$ cat config.mk
export PLATFORM = sky130hd
export DESIGN_NAME = maze_game_sequencer
export DESIGN_NICKNAME = d
export VERILOG_FILES = /design/src/rtl/maze_pkg.sv /design/src/rtl/maze_game_sequencer_sec_tick_gen.sv /design/src/rtl/maze_game_sequencer.sv
export SDC_FILE = /design/constraint.sdc
export NUM_CORES = 1
export LEC_CHECK = 0
export ABC_AREA = 1
export CAP_MARGIN = 40
export CORE_UTILIZATION = 47
export CTS_CLUSTER_DIAMETER = 40
export DETAILED_ROUTE_END_ITERATION = 8
export DONT_BUFFER_PORTS = 1
export PLACE_DENSITY = 0.68
export SLEW_MARGIN = 20
export SYNTH_ARGS = -nofsm -noshare
export SYNTH_HDL_FRONTEND = slang
export SYNTH_SLANG_ARGS = --single-unit
$ cat constraint.sdc
create_clock -name clk -period 3 [get_ports clk]
set_input_delay 0.75 -clock clk [delete_from_list [all_inputs] [get_ports clk]]
set_output_delay 0.75 -clock clk [all_outputs]
set_load 0.01 [all_outputs]
$ cat src/rtl/maze_pkg.sv
// Shared definitions for the maze game: state encodings, default widths and
// the "no best time yet" marker.
package maze_pkg;

    localparam int MAZE_COORD_W = 4;
    localparam int MAZE_TIME_W  = 10;

    // best_sec holds all ones until a run has been completed
    localparam logic [MAZE_TIME_W-1:0] BEST_NONE = '1;

    typedef enum logic [2:0] {
        ST_IDLE      = 3'd0,
        ST_CARVE_REQ = 3'd1,
        ST_CARVING   = 3'd2,
        ST_PLAY      = 3'd3,
        ST_WIN       = 3'd4
    } state_t;

endpackage

$ cat src/rtl/maze_game_sequencer_sec_tick_gen.sv
// Seconds prescaler: counts enabled cycles 0..TICKS_PER_SEC-1 and flags the wrap
// cycle with a one-cycle tick. clr restarts the second from zero.
module sec_tick_gen #(
    parameter int TICKS_PER_SEC = 50_000_000
) (
    input  logic clk,
    input  logic reset,
    input  logic clr,
    input  logic en,
    output logic tick
);

    localparam int CNT_W = (TICKS_PER_SEC > 1) ? $clog2(TICKS_PER_SEC) : 1;
    localparam logic [CNT_W-1:0] CNT_LAST = CNT_W'(TICKS_PER_SEC - 1);

    logic [CNT_W-1:0] cnt_reg;

    always_ff @(posedge clk or posedge reset) begin
        if (reset) begin
            cnt_reg <= '0;
        end else if (clr) begin
            cnt_reg <= '0;
        end else if (en) begin
            cnt_reg <= (cnt_reg == CNT_LAST) ? '0 : cnt_reg + 1'b1;
        end
    end

    assign tick = en && (cnt_reg == CNT_LAST);

endmodule

$ cat src/rtl/maze_game_sequencer.sv
// Top-level maze game controller: kicks off the carver, runs and times the
// player's attempt, detects arrival at the finish tile and keeps the best time.
module maze_game_sequencer
    import maze_pkg::*;
#(
    parameter int TICKS_PER_SEC = 50_000_000,
    parameter int COORD_W       = MAZE_COORD_W,
    parameter int TIME_W        = MAZE_TIME_W,
    parameter int CARVE_TIMEOUT = 100_000_000,
    parameter int WIN_HOLD_SEC  = 5
) (
    input  logic               clk,
    input  logic               reset,
    input  logic               new_game,
    input  logic               carve_done,
    input  logic [COORD_W-1:0] char_x,
    input  logic [COORD_W-1:0] char_y,
    input  logic [COORD_W-1:0] finish_x,
    input  logic [COORD_W-1:0] finish_y,
    output logic               carve_start,
    output logic               carve_active,
    output logic               move_enable,
    output logic               win,
    output logic               carve_error,
    output logic [TIME_W-1:0]  elapsed_sec,
    output logic [TIME_W-1:0]  best_sec,
    output logic [2:0]         state
);

    localparam int TMO_W  = (CARVE_TIMEOUT > 1) ? $clog2(CARVE_TIMEOUT) : 1;
    localparam int HOLD_W = $clog2(WIN_HOLD_SEC + 1);
    localparam logic [TMO_W-1:0]  TMO_LAST  = TMO_W'(CARVE_TIMEOUT - 1);
    localparam logic [HOLD_W-1:0] HOLD_LAST = HOLD_W'(WIN_HOLD_SEC - 1);

    state_t             state_reg, state_next;
    logic [TMO_W-1:0]   tmo_reg;
    logic [HOLD_W-1:0]  hold_reg;
    logic [TIME_W-1:0]  elapsed_reg, best_reg;
    logic               carve_error_reg;
    logic               carve_start_reg, carve_active_reg, move_enable_reg, win_reg;
    logic               tick, at_finish, carve_timeout, hold_done, tick_clr, tick_en;

    assign at_finish     = (char_x == finish_x) && (char_y == finish_y);
    assign carve_timeout = (tmo_reg == TMO_LAST);
    assign hold_done     = tick && (hold_reg == HOLD_LAST);

    // Every state change restarts the second, so WIN is held for whole seconds
    assign tick_clr = (state_next != state_reg);
    assign tick_en  = (state_reg == ST_PLAY) || (state_reg == ST_WIN);

    sec_tick_gen #(
        .TICKS_PER_SEC(TICKS_PER_SEC)
    ) u_sec_tick_gen (
        .clk  (clk),
        .reset(reset),
        .clr  (tick_clr),
        .en   (tick_en),
        .tick (tick)
    );

    always_comb begin
        state_next = ST_IDLE;
        case (state_reg)
            ST_IDLE:      state_next = new_game ? ST_CARVE_REQ : ST_IDLE;
            ST_CARVE_REQ: state_next = ST_CARVING;
            ST_CARVING: begin
                if (carve_done)         state_next = ST_PLAY;
                else if (carve_timeout) state_next = ST_IDLE;
                else                    state_next = ST_CARVING;
            end
            ST_PLAY: begin
                if (at_finish)     state_next = ST_WIN;
                else if (new_game) state_next = ST_CARVE_REQ;
                else               state_next = ST_PLAY;
            end
            ST_WIN: begin
                if (new_game)       state_next = ST_CARVE_REQ;
                else if (hold_done) state_next = ST_IDLE;
                else                state_next = ST_WIN;
            end
            default:      state_next = ST_IDLE;
        endcase
    end

    // Enables are decoded from the next state so they line up with state
    always_ff @(posedge clk or posedge reset) begin
        if (reset) begin
            state_reg        <= ST_IDLE;
            tmo_reg          <= '0;
            hold_reg         <= '0;
            elapsed_reg      <= '0;
            best_reg         <= '1;
            carve_error_reg  <= 1'b0;
            carve_start_reg  <= 1'b0;
            carve_active_reg <= 1'b0;
            move_enable_reg  <= 1'b0;
            win_reg          <= 1'b0;
        end else begin
            state_reg        <= state_next;
            carve_start_reg  <= (state_next == ST_CARVE_REQ);
            carve_active_reg <= (state_next == ST_CARVING);
            move_enable_reg  <= (state_next == ST_PLAY);
            win_reg          <= (state_next == ST_WIN);

            tmo_reg  <= (state_reg == ST_CARVING) ? tmo_reg + 1'b1 : '0;
            hold_reg <= (state_reg != ST_WIN) ? '0 : (tick ? hold_reg + 1'b1 : hold_reg);

            if (state_next == ST_CARVE_REQ) begin
                carve_error_reg <= 1'b0;
            end else if (state_reg == ST_CARVING && !carve_done && carve_timeout) begin
                carve_error_reg <= 1'b1;
            end

            if (state_next == ST_CARVE_REQ) begin
                elapsed_reg <= '0;
            end else if (state_reg == ST_PLAY && state_next == ST_PLAY && tick
                         && elapsed_reg != '1) begin
                elapsed_reg <= elapsed_reg + 1'b1;
            end

            if (state_reg == ST_PLAY && at_finish && elapsed_reg < best_reg) begin
                best_reg <= elapsed_reg;
            end
        end
    end

    assign carve_start  = carve_start_reg;
    assign carve_active = carve_active_reg;
    assign move_enable  = move_enable_reg;
    assign win          = win_reg;
    assign carve_error  = carve_error_reg;
    assign elapsed_sec  = elapsed_reg;
    assign best_sec     = best_reg;
    assign state        = state_reg;

endmodule

==> qor.yml, run 1 <==
yosysMostFrequentCell: "nand2_1"
ys.flop_type: "dfrtp_1"
drive_above_1_share: 0.103
syn_avg_cell_area_um2: 7.60
io_buffers: 0
drv_cap: 0
cts_sinks: 84
final_nets: 736
rows: 38
seq_power_share: 0.356
critPathMaxFanout: 17
dp.final_hpwl_um: 8920
die-area_um2: 11800
power_switching_share: 0.423
drc_errors: 0
finalSetupViolCount: 0
die_h_um: 109
ys_ff_latch: 84
status: "finished clean"
syn_nets: 739
hp-class: "in -> async"
gp_congestion: 0.901
largest_register_ffs: 27
tns_ns: 0
drt_first_pass_iters: 5
dp.cells: 831
syn_to_final_growth_pct: 7.15
synth_compound_area_frac: 0.0582
worst_clock_skew_ns: 0.00560
fin_crit_sh: 0.793
worst_slew_pin_slew_ns: 0.636
synth_top_cells_by_area: "dfrtp_1, nand2_1, nand4_1, inv_1, nor2_1"
cts-buffers-inserted: 9
net-switching-power_w: 0.00159
netlist_top_cells_count: "nand2_1, inv_1, nor2_1"
powerDensity_nw_per_um2: 655
h-tree-depth: 3
synth_cells: 705
synth_top_area_cell: "dfrtp_1"
post_dp_cell_area_um2: 5450
whs_ns: 0.357
crit_chain: "inv_1 -> ha_1 -> a21oi_1 -> o21ai_0 -> a211oi_2 -> nand2_1 -> o21ai_0"
cts_buffer_depth: 2
synth-seq-area-share: 0.395
grt_pass1_vias: 4471
synth_edf_count: 0
clk_pin_slew_ns: 0.06
n_antenna_cell: 0
yosys.area_share.adder: 0.0327
post_cts_buffers: 0
drt_iter0_drc: 333
drtAntennaViolNets: 0
synth_xor_area_frac: 0.0572
ctsHoldBuffers: 0
cp_slowest_cell: "dfstp_2"
chipWidth_um: 109
grt_pass1_wl_um: 20700
rsz0062_at_grt: "false"
path_common_cell: "o21ai_0"
yosysUniqueCellTypes: 40
yosys.area_share.simple: 0.364
required_ns: 3.24
grt-ovfl-total: 0
drt-vias-per-instance: 5.53
yosysWarningCount: 0
start_util: 0.488
crit_type: "reg -> reg"
fin_area_um2: 5740
drt-total-wl_um: 12400
synth_mux_area_frac: 0
combPwrFrac: 0.352
nFillCells: 1036
p_int_w: 0.00217
clk_latency_ns: 0.34
via_count: 4686
end_kind: "flop"
maxSlewViolCount: 0
crit_path_start_kind: "flop"
slew_headroom: 0.575
root_buffer: "clkbuf_16"
wire_per_inst_um: 14.6
async_reset_ff_frac: 1.00
p_leak_nw: 2.62
fp.coreArea_um2: 11000
antenna_found_initial: 0
synth_top_area_frac: 0.346
final_hold_viol_count: 0
peakVddDrop_mv: 0.685
pwr-share-clk: 0.292
netlist_area_um2: 5360
cp.arrival_ns: 2.62
grt_util_all_layers: 0.223
synth_top_family_by_area: "simple AND/OR/NAND/NOR gates"
max_stage_delay_ns: 0.58
io_pins: 48
cts-resized-gates: 0
cts_tree: "done"
period_needed_ns: 2.38
stdcell_count: 847
max_freq_ghz: 0.420
grt_max_degree: 53
[kinds of logic after synthesis]
| kind of cell | Yosys count |
|---|---|
| flops | 84 |
| compound gates | 52 |
| buf+inv | 113 |
| fa+ha+maj | 14 |
| simple gates | 407 |
| xor+xnor | 35 |
[layout make-up]
cell class	count	area, µm²	area share
Sequential cell	84	2110	0.369
Clock buffer	12	236	0.0412
Multi-Input combinational cell	508	2740	0.478
Inverter	95	365	0.0637
Timing Repair Buffer	4	55.1	0.00959
Clock inverter	4	50.0	0.00872
Tap cell	140	175	0.0305
[path summary, 6_finish.rpt]
check | start | to | slack (ns) | depth (start not counted)
max | best_sec[9]$_DFFE_PP1P_ | best_sec[9]$_DFFE_PP1P_ | 0.62 | 7
min | reset | tmo_reg[4]$_DFF_PP0_ | 0.36 | 1
max reg2reg | best_sec[9]$_DFFE_PP1P_ | best_sec[9]$_DFFE_PP1P_ | 0.62 | 7
min reg2reg | tmo_reg[26]$_DFF_PP0_ | tmo_reg[26]$_DFF_PP0_ | 0.46 | 1
max in group asynchronous | reset | best_sec[4]$_DFFE_PP1P_ | 1.92 | 2
min in group clk | tmo_reg[26]$_DFF_PP0_ | tmo_reg[26]$_DFF_PP0_ | 0.46 | 1
[worst max-delay path, delay by kind of cell (launching register included)]
kind | cells | cell delay [ns]
AOI/OAI and AO/OA | 4 | 0.97
DFF | 1 | 0.58
and+or+nand+nor | 1 | 0.39
adders and majority gates | 1 | 0.29
buffers and inverters | 1 | 0.05
[power by group through the flow]
stage          Combinational, W  Sequential (W)  Clock (W)
3_3_place_gp            0.00126         0.00136          0
3_5_place_dp            0.00131         0.00136          0
6_report                0.00132         0.00134    0.00110
5_1_grt                 0.00146         0.00135    0.00115
2_1_floorplan           0.00121         0.00132          0
4_1_cts                 0.00131         0.00134    0.00112
[metal layers]
metal	vias up	routed length [µm]	part of all wire	track usage
met4	0	143	0.012	0.0724
met1	2239	5770	0.47	0.297
li1	2302	-	-	-
met3	11	628	0.051	0.0430
met2	134	5810	0.47	0.363
met5	-	0	0	0
[per-stage QoR]
step | utilization | setup slack [ns] | total power, W
6_report | 0.522 | 0.620 | 0.00376
5_1_grt | 0.522 | 0.444 | 0.00396
3_5_place_dp | 0.496 | 0.662 | 0.00266
2_1_floorplan | - | 0.101 | 0.00253
3_3_place_gp | 0.496 | 0.737 | 0.00261
4_1_cts | 0.522 | 0.641 | 0.00376
[cell usage in the layout (no fill, tap or decap), drive strengths merged, types with 14 or more instances in the layout]
cell type	instances
o21ai	21
nand4	66
nand3	47
a21oi	21
dfrtp	74
ha	14
inv	93
nor3	20
nor2	87
nand2	181
xor2	28
Power figures use the tool's default switching activity.
==> run 2: changes to the inputs <==
- ABC_AREA: 1 -> 0
- clock period: 3 -> 2.1 ns (I/O delays scaled with it)
==> run 2 against run 1 <==
Against the previous run: the run now ends with setup timing left; clock-buffer cell count stayed put; highest routed layer unchanged; critical endpoint is now elapsed_sec[5]$_DFFE_PP0P_; largest power group is now combinational cells; non-clock buffer count rose by 80; first-iteration DRC count is 42% lower; die area shrank 12%; hold slack got worse by 0.21 ns.
==> qor.yml, run 2 <==
status: "finished with violations"
violations: "setup timing"
period_needed_ns: 2.35  # -0.0341 ns
tns_ns: -7.32  # -7.32 ns
critPathMaxFanout: 6  # -11
rows: 36  # -5.3%
whs_ns: 0.146  # -0.211 ns
dp.final_hpwl_um: 8050  # -9.8%
rsz0062_at_grt: "true"
synth_top_family_by_area: "simple AND/OR/NAND/NOR gates"
synth_top_area_frac: 0.392  # +0.0464
required_ns: 2.40  # -0.84 ns
worst_clock_skew_ns: 0.0153  # +0.00970 ns
grt_pass1_wl_um: 19000  # -8.3%
yosysWarningCount: 0  # unchanged
io_pins: 48  # unchanged
nFillCells: 839  # -19%
drt_first_pass_iters: 5  # unchanged
grt_pass1_vias: 4089  # -8.5%
drt_iter0_drc: 193  # -42%
drt-vias-per-instance: 5.71  # +3.2%
syn_avg_cell_area_um2: 9.24  # +22%
maxSlewViolCount: 0  # unchanged
fin_crit_sh: 1.12  # +0.324
synth_xor_area_frac: 0.0649  # +0.00767
drt-total-wl_um: 11500  # -6.5%
syn_nets: 545  # -26%
finalSetupViolCount: 36  # +36
root_buffer: "clkbuf_8"
yosysUniqueCellTypes: 61  # +53%
synth_cells: 511  # -28%
drv_cap: 0  # unchanged
cts_tree: "done"
stdcell_count: 724  # -15%
h-tree-depth: 3  # unchanged
worst_slew_pin_slew_ns: 0.453  # -0.183 ns
yosys.area_share.simple: 0.263  # -0.101
cts_buffer_depth: 2  # unchanged
io_buffers: 0  # unchanged
reg2reg_slack_ns: -0.25  # -0.87 ns
final_nets: 621  # -16%
grt_max_degree: 85  # +60%
yosysMostFrequentCell: "dfrtp_1"
wire_per_inst_um: 16.0  # +9.3%
dp.cells: 700  # -16%
fin_area_um2: 5820  # +1.5%
synth_mux_area_frac: 0.0225  # +0.0225
start_util: 0.483  # -0.00448
via_count: 4132  # -12%
antenna_found_initial: 0  # unchanged
async_reset_ff_frac: 1.00  # unchanged
crit-reg2reg-launch: "u_sec_tick_gen.cnt_reg[7]$_DFFE_PP0P_"
die-area_um2: 10500  # -12%
rr_worst_depth: 7  # unchanged
crit_type: "reg -> reg"
netlist_area_um2: 4720  # -12%
clk_pin_slew_ns: 0.08  # +0.02 ns
cts-buffers-inserted: 9  # unchanged
synth_top_area_cell: "dfrtp_1"
cts_sinks: 84  # unchanged
setup_ws_ns: -0.246  # -0.866 ns
critPathLaunch: "u_sec_tick_gen.cnt_reg[7]$_DFFE_PP0P_"
crit_path_start_kind: "flop"
seqCellArea_um2: 2110  # unchanged
yosys.area_share.adder: 0.0371  # +0.00439
final_cell_mix: "buf_4, dfrtp_1, nor2_1"
synth_edf_count: 0  # unchanged
endpoint: "elapsed_sec[5]$_DFFE_PP0P_"
cp.arrival_ns: 2.64  # +0.02 ns
final_hold_viol_count: 0  # unchanged
hp-class: "in -> async"
drc_errors: 0  # unchanged
layout_commonest_cell: "buf_4"
powerDensity_nw_per_um2: 905  # +38%
drtAntennaViolNets: 0  # unchanged
synth_compound_area_frac: 0.123  # +0.0645
post_dp_cell_area_um2: 5420  # -0.51%
ys.flop_type: "dfrtp_1"
drive_above_1_share: 0.255  # +0.152
dp_slack_ns: -0.274  # -0.936 ns
syn_to_final_growth_pct: 23.3
die_h_um: 102  # -6.0%
end_kind: "flop"
synth-seq-area-share: 0.448  # +0.0529
gp_congestion: 0.845  # -6.3%
netlist_top_cells_count: "dfrtp_1, nor2_1, nand2_1"
ys_ff_latch: 84  # unchanged
slew_headroom: 0.698  # +0.122
clk_latency_ns: 0.37  # +0.03 ns
rr_endpoint: "elapsed_sec[5]$_DFFE_PP0P_"
largest_register_ffs: 27  # unchanged
grt_util_all_layers: 0.236  # +0.0130
max_freq_ghz: 0.426  # +1.5%
fp.coreArea_um2: 9770  # -11%
multi_input_area_um2: 2550  # -6.8%
p_leak_nw: 2.57  # -1.6%
peakVddDrop_mv: 0.446  # -35%
grt-ovfl-total: 0  # unchanged
n_antenna_cell: 0  # unchanged
synth_top_cells_by_area: "dfrtp_1, dfstp_2, nor2_1, a21oi_1, ha_1"
chipWidth_um: 102  # -6.0%
[run 2: cell types whose count changed after synthesis, sizes merged, moves of 7 or more]
cell	change
xor2	-13
nor2	-35
xnor2	+13
nand2	-142
inv	-68
nor3	-11
or3	+16
nand3	-22
nand4	-46
and2	+9
and4	+7
a21oi	+17
and3	+14
o21ai	+9
[run 2: cell type report]
type                       instances  area share
clock buffer                      12      0.0266
clock inverter                     3     0.00795
inverter                          26      0.0178
multi-input combinational        382       0.439
sequential                        84       0.363
tap                              133      0.0286
timing repair buffer              84       0.117
[run 2: worst min path at each step]
| stage | startpoint | endpoint | slack (ns) | cells after the start |
|---|---|---|---|---|
| CTS | reset | u_sec_tick_gen.cnt_reg[13]$_DFFE_PP0P_ | 0.16 | 2 |
| global route | reset | tmo_reg[13]$_DFF_PP0_ | 0.19 | 2 |
| global placement | tmo_reg[0]$_DFF_PP0_ | tmo_reg[0]$_DFF_PP0_ | 0.47 | 1 |
| floorplan | tmo_reg[0]$_DFF_PP0_ | tmo_reg[0]$_DFF_PP0_ | 0.45 | 1 |
| detailed placement | tmo_reg[0]$_DFF_PP0_ | tmo_reg[0]$_DFF_PP0_ | 0.48 | 1 |
| finish | reset | tmo_reg[8]$_DFF_PP0_ | 0.15 | 2 |
[run 2: cells by family (layout without fill, tap and decap cells)]
kind of cell / after synthesis / after routing
and+or+nand+nor: 226 / 226
AOI/OAI and AO/OA: 97 / 97
DFF: 84 / 84
buffers and inverters: 45 / 125
xor gates and xnor gates: 35 / 35
adders and majority gates: 14 / 14
muxes: 10 / 10
[run 2: critical path, cell delays in order (launching register included)]
cell and delay [ns]:
dfrtp_1 0.39, or4b_4 0.55, nor4_4 0.30, and4_4 0.29
buf_12 0.12, nand4_1 0.12, or4_1 0.42, o21ai_1 0.09
[run 2: through the flow]
step	total power, W	utilization
2_1_floorplan	0.00310	-
3_3_place_gp	0.00386	0.555
3_5_place_dp	0.00391	0.555
4_1_cts	0.00516	0.586
5_1_grt	0.00557	0.596
6_report	0.00527	0.596
[run 2: power by group]
group	leakage [nW]	switching, W	internal (W)	total [W]
Combinational	1.36	0.00128	0.000884	0.00216
Clock	0.0987	0.000592	0.000611	0.00120
Sequential	1.12	0.000139	0.00177	0.00191
[run 2: repair_timing]
item,CTS,global route
pin swaps,10,6
gates resized for setup,17,18
hold buffers,0,0
buffers inserted,6,3
endpoints found under the setup margin,38,47
[run 2: per-layer routing]
| layer | part of all wire | up-vias | wire length [µm] | GRT usage |
|---|---|---|---|---|
| met5 | 0 | - | 0 | 0 |
| met4 | 0.015 | 0 | 177 | 0.0923 |
| met3 | 0.044 | 15 | 506 | 0.0417 |
| met2 | 0.49 | 114 | 5610 | 0.390 |
| met1 | 0.45 | 2028 | 5250 | 0.307 |
| li1 | - | 1975 | - | - |
==> run 3: changes to the inputs <==
- SKIP_CTS_REPAIR_TIMING: default -> 1
==> run 3 against run 2 <==
Against the previous run: the flow still finishes with violations (setup timing); sequential share of layout area is 0.15 points higher; global-route usage is 0.50 points lower; power is 0.52% lower; non-clock buffer count is 3 lower; maximum frequency is 0.89% lower; critical endpoint unchanged.
==> qor.yml, run 3 (same netlist as run 2, synthesis figures left out) <==
status: "finished with violations"
violations: "setup timing"
rows: 36  # unchanged
io_pins: 48  # unchanged
crit_path_start_kind: "flop"
grt-ovfl-total: 0  # unchanged
worst_clock_skew_ns: 0.0146  # -0.000712 ns
syn_to_final_growth_pct: 22.8
slew_headroom: 0.698  # about the same
final_nets: 618  # -0.48%
hp-class: "in -> async"
rsz0062_at_grt: "true"
drv_cap: 0  # unchanged
combPwrFrac: 0.409  # about the same
cts_buffer_depth: 2  # unchanged
powerDensity_nw_per_um2: 904  # -0.11%
maxSlewViolCount: 0  # unchanged
drt-total-wl_um: 11400  # -1.4%
h-tree-depth: 3  # unchanged
worst_slew_pin_slew_ns: 0.453  # -0.000694 ns
cts_tree: "done"
drive_above_1_share: 0.253  # -0.00210
final_cell_mix: "buf_4, dfrtp_1, nor2_1"
final_hold_viol_count: 0  # unchanged
fp.coreArea_um2: 9770  # unchanged
drc_errors: 0  # unchanged
whs_ns: 0.153  # +0.00736 ns
wire_per_inst_um: 15.8  # -1.0%
power_switching_share: 0.378  # -0.00309
io_buffers: 0  # unchanged
grt_pass1_vias: 4047  # -1.0%
p_leak_nw: 2.56  # -0.57%
start_util: 0.483  # unchanged
grt_max_degree: 85  # unchanged
clk_pin_slew_ns: 0.08  # about the same
nFillCells: 836  # -0.36%
max_freq_ghz: 0.422  # -0.89%
drt_iter0_drc: 202  # +4.7%
totalPowerFinal_w: 0.00524  # -0.52%
gp_congestion: 0.845  # unchanged
net-switching-power_w: 0.00198  # -1.3%
reg2reg_slack_ns: -0.27  # -0.02 ns
peakVddDrop_mv: 0.433  # -2.9%
seq_power_share: 0.363  # +0.002
drt-vias-per-instance: 5.70  # -0.19%
setup_ws_ns: -0.267  # -0.0210 ns
end_kind: "flop"
via_count: 4107  # -0.61%
crit-reg2reg-launch: "u_sec_tick_gen.cnt_reg[16]$_DFFE_PP0P_"
cts-buffers-inserted: 9  # unchanged
fin_crit_sh: 1.13  # +0.00998
clk_latency_ns: 0.37  # about the same
largest_register_ffs: 27  # unchanged
grt_util_all_layers: 0.231  # -0.00503
die-area_um2: 10500  # unchanged
rr_worst_depth: 7  # unchanged
dp.final_hpwl_um: 8050  # unchanged
chipWidth_um: 102  # unchanged
p_int_w: 0.00326  # about the same
cts_sinks: 84  # unchanged
required_ns: 2.39  # about the same
pwr-share-clk: 0.228  # about the same
crit_type: "reg -> reg"
layout_commonest_cell: "buf_4"
root_buffer: "clkbuf_8"
die_h_um: 102  # unchanged
drt_first_pass_iters: 5  # unchanged
antenna_found_initial: 0  # unchanged
rr_endpoint: "elapsed_sec[5]$_DFFE_PP0P_"
period_needed_ns: 2.37  # +0.0210 ns
finalSetupViolCount: 35  # -2.8%
grt_pass1_wl_um: 18600  # -2.0%
n_antenna_cell: 0  # unchanged
cp.arrival_ns: 2.66  # +0.02 ns
critPathMaxFanout: 8  # +2
drtAntennaViolNets: 0  # unchanged
run 3: changes by cell type in the layout (fill, tap and decap cells not counted):
cell / before / now
buf_6: 4 / 3
o21ai_1: 7 / 6
o21ai_2: 0 / 1
nor3_2: 1 / 0
a21oi_1: 32 / 31
a21oi_2: 6 / 7
nor3_1: 7 / 8
buf_4: 77 / 75
run 3: area by class of cell:
cell class | count | area (µm²) | area share
clock buffers | 12 | 155 | 0.0268
clock inverters | 3 | 46.3 | 0.00798
inverters | 26 | 104 | 0.0179
multi-input cells | 382 | 2560 | 0.441
flip-flops and latches | 84 | 2110 | 0.365
well taps | 133 | 166 | 0.0287
repair buffers | 81 | 657 | 0.113
run 3: how the worst max path moves through the flow:
stage,start,end,depth (start not counted)
detailed placement,u_sec_tick_gen.cnt_reg[7]$_DFFE_PP0P_,elapsed_sec[6]$_DFFE_PP0P_,7
floorplan,u_sec_tick_gen.cnt_reg[7]$_DFFE_PP0P_,elapsed_sec[6]$_DFFE_PP0P_,6
global placement,u_sec_tick_gen.cnt_reg[7]$_DFFE_PP0P_,elapsed_sec[6]$_DFFE_PP0P_,7
finish,u_sec_tick_gen.cnt_reg[16]$_DFFE_PP0P_,elapsed_sec[5]$_DFFE_PP0P_,7
global route,u_sec_tick_gen.cnt_reg[16]$_DFFE_PP0P_,elapsed_sec[5]$_DFFE_PP0P_,7
CTS,u_sec_tick_gen.cnt_reg[7]$_DFFE_PP0P_,u_sec_tick_gen.cnt_reg[1]$_DFFE_PP0P_,7
run 3: critical path, cell delays in order, from the launching register on:
cell	delay, ns
dfrtp_1	0.39
or4_4	0.56
nor4_4	0.30
and4_4	0.29
buf_12	0.12
nand4_1	0.12
or4_1	0.43
o21ai_1	0.09
run 3: power groups by stage:
| stage | logic (W) | clock network (W) | registers (W) |
|---|---|---|---|
| after CTS | 0.00199 | 0.00123 | 0.00190 |
| final | 0.00214 | 0.00119 | 0.00190 |
| after global routing | 0.00234 | 0.00128 | 0.00192 |
| after global placement | 0.00194 | 0 | 0.00192 |
| after floorplan | 0.00115 | 0 | 0.00195 |
| after detailed placement | 0.00198 | 0 | 0.00193 |
run 3: routing by layer:
layer,vias to the layer above,GRT usage,share of wire
li1,1980,-,-
met1,1990,0.296,0.45
met2,121,0.383,0.48
met3,16,0.0431,0.048
met4,0,0.0956,0.016
met5,-,0,0
run 3: stage by stage:
stage / TNS [ns] / cells / utilization / worst slack (ns) / area (µm²)
final: -7.42 / 721 / 0.593 / -0.267 / 5800
after CTS: -8.88 / 715 / 0.576 / -0.284 / 5630
after global placement: -5.99 / 700 / 0.555 / -0.216 / 5420
after global routing: -11.07 / 721 / 0.593 / -0.379 / 5800
after detailed placement: -8.46 / 700 / 0.555 / -0.274 / 5420
after floorplan: -7.99 / 511 / - / -0.289 / 4770
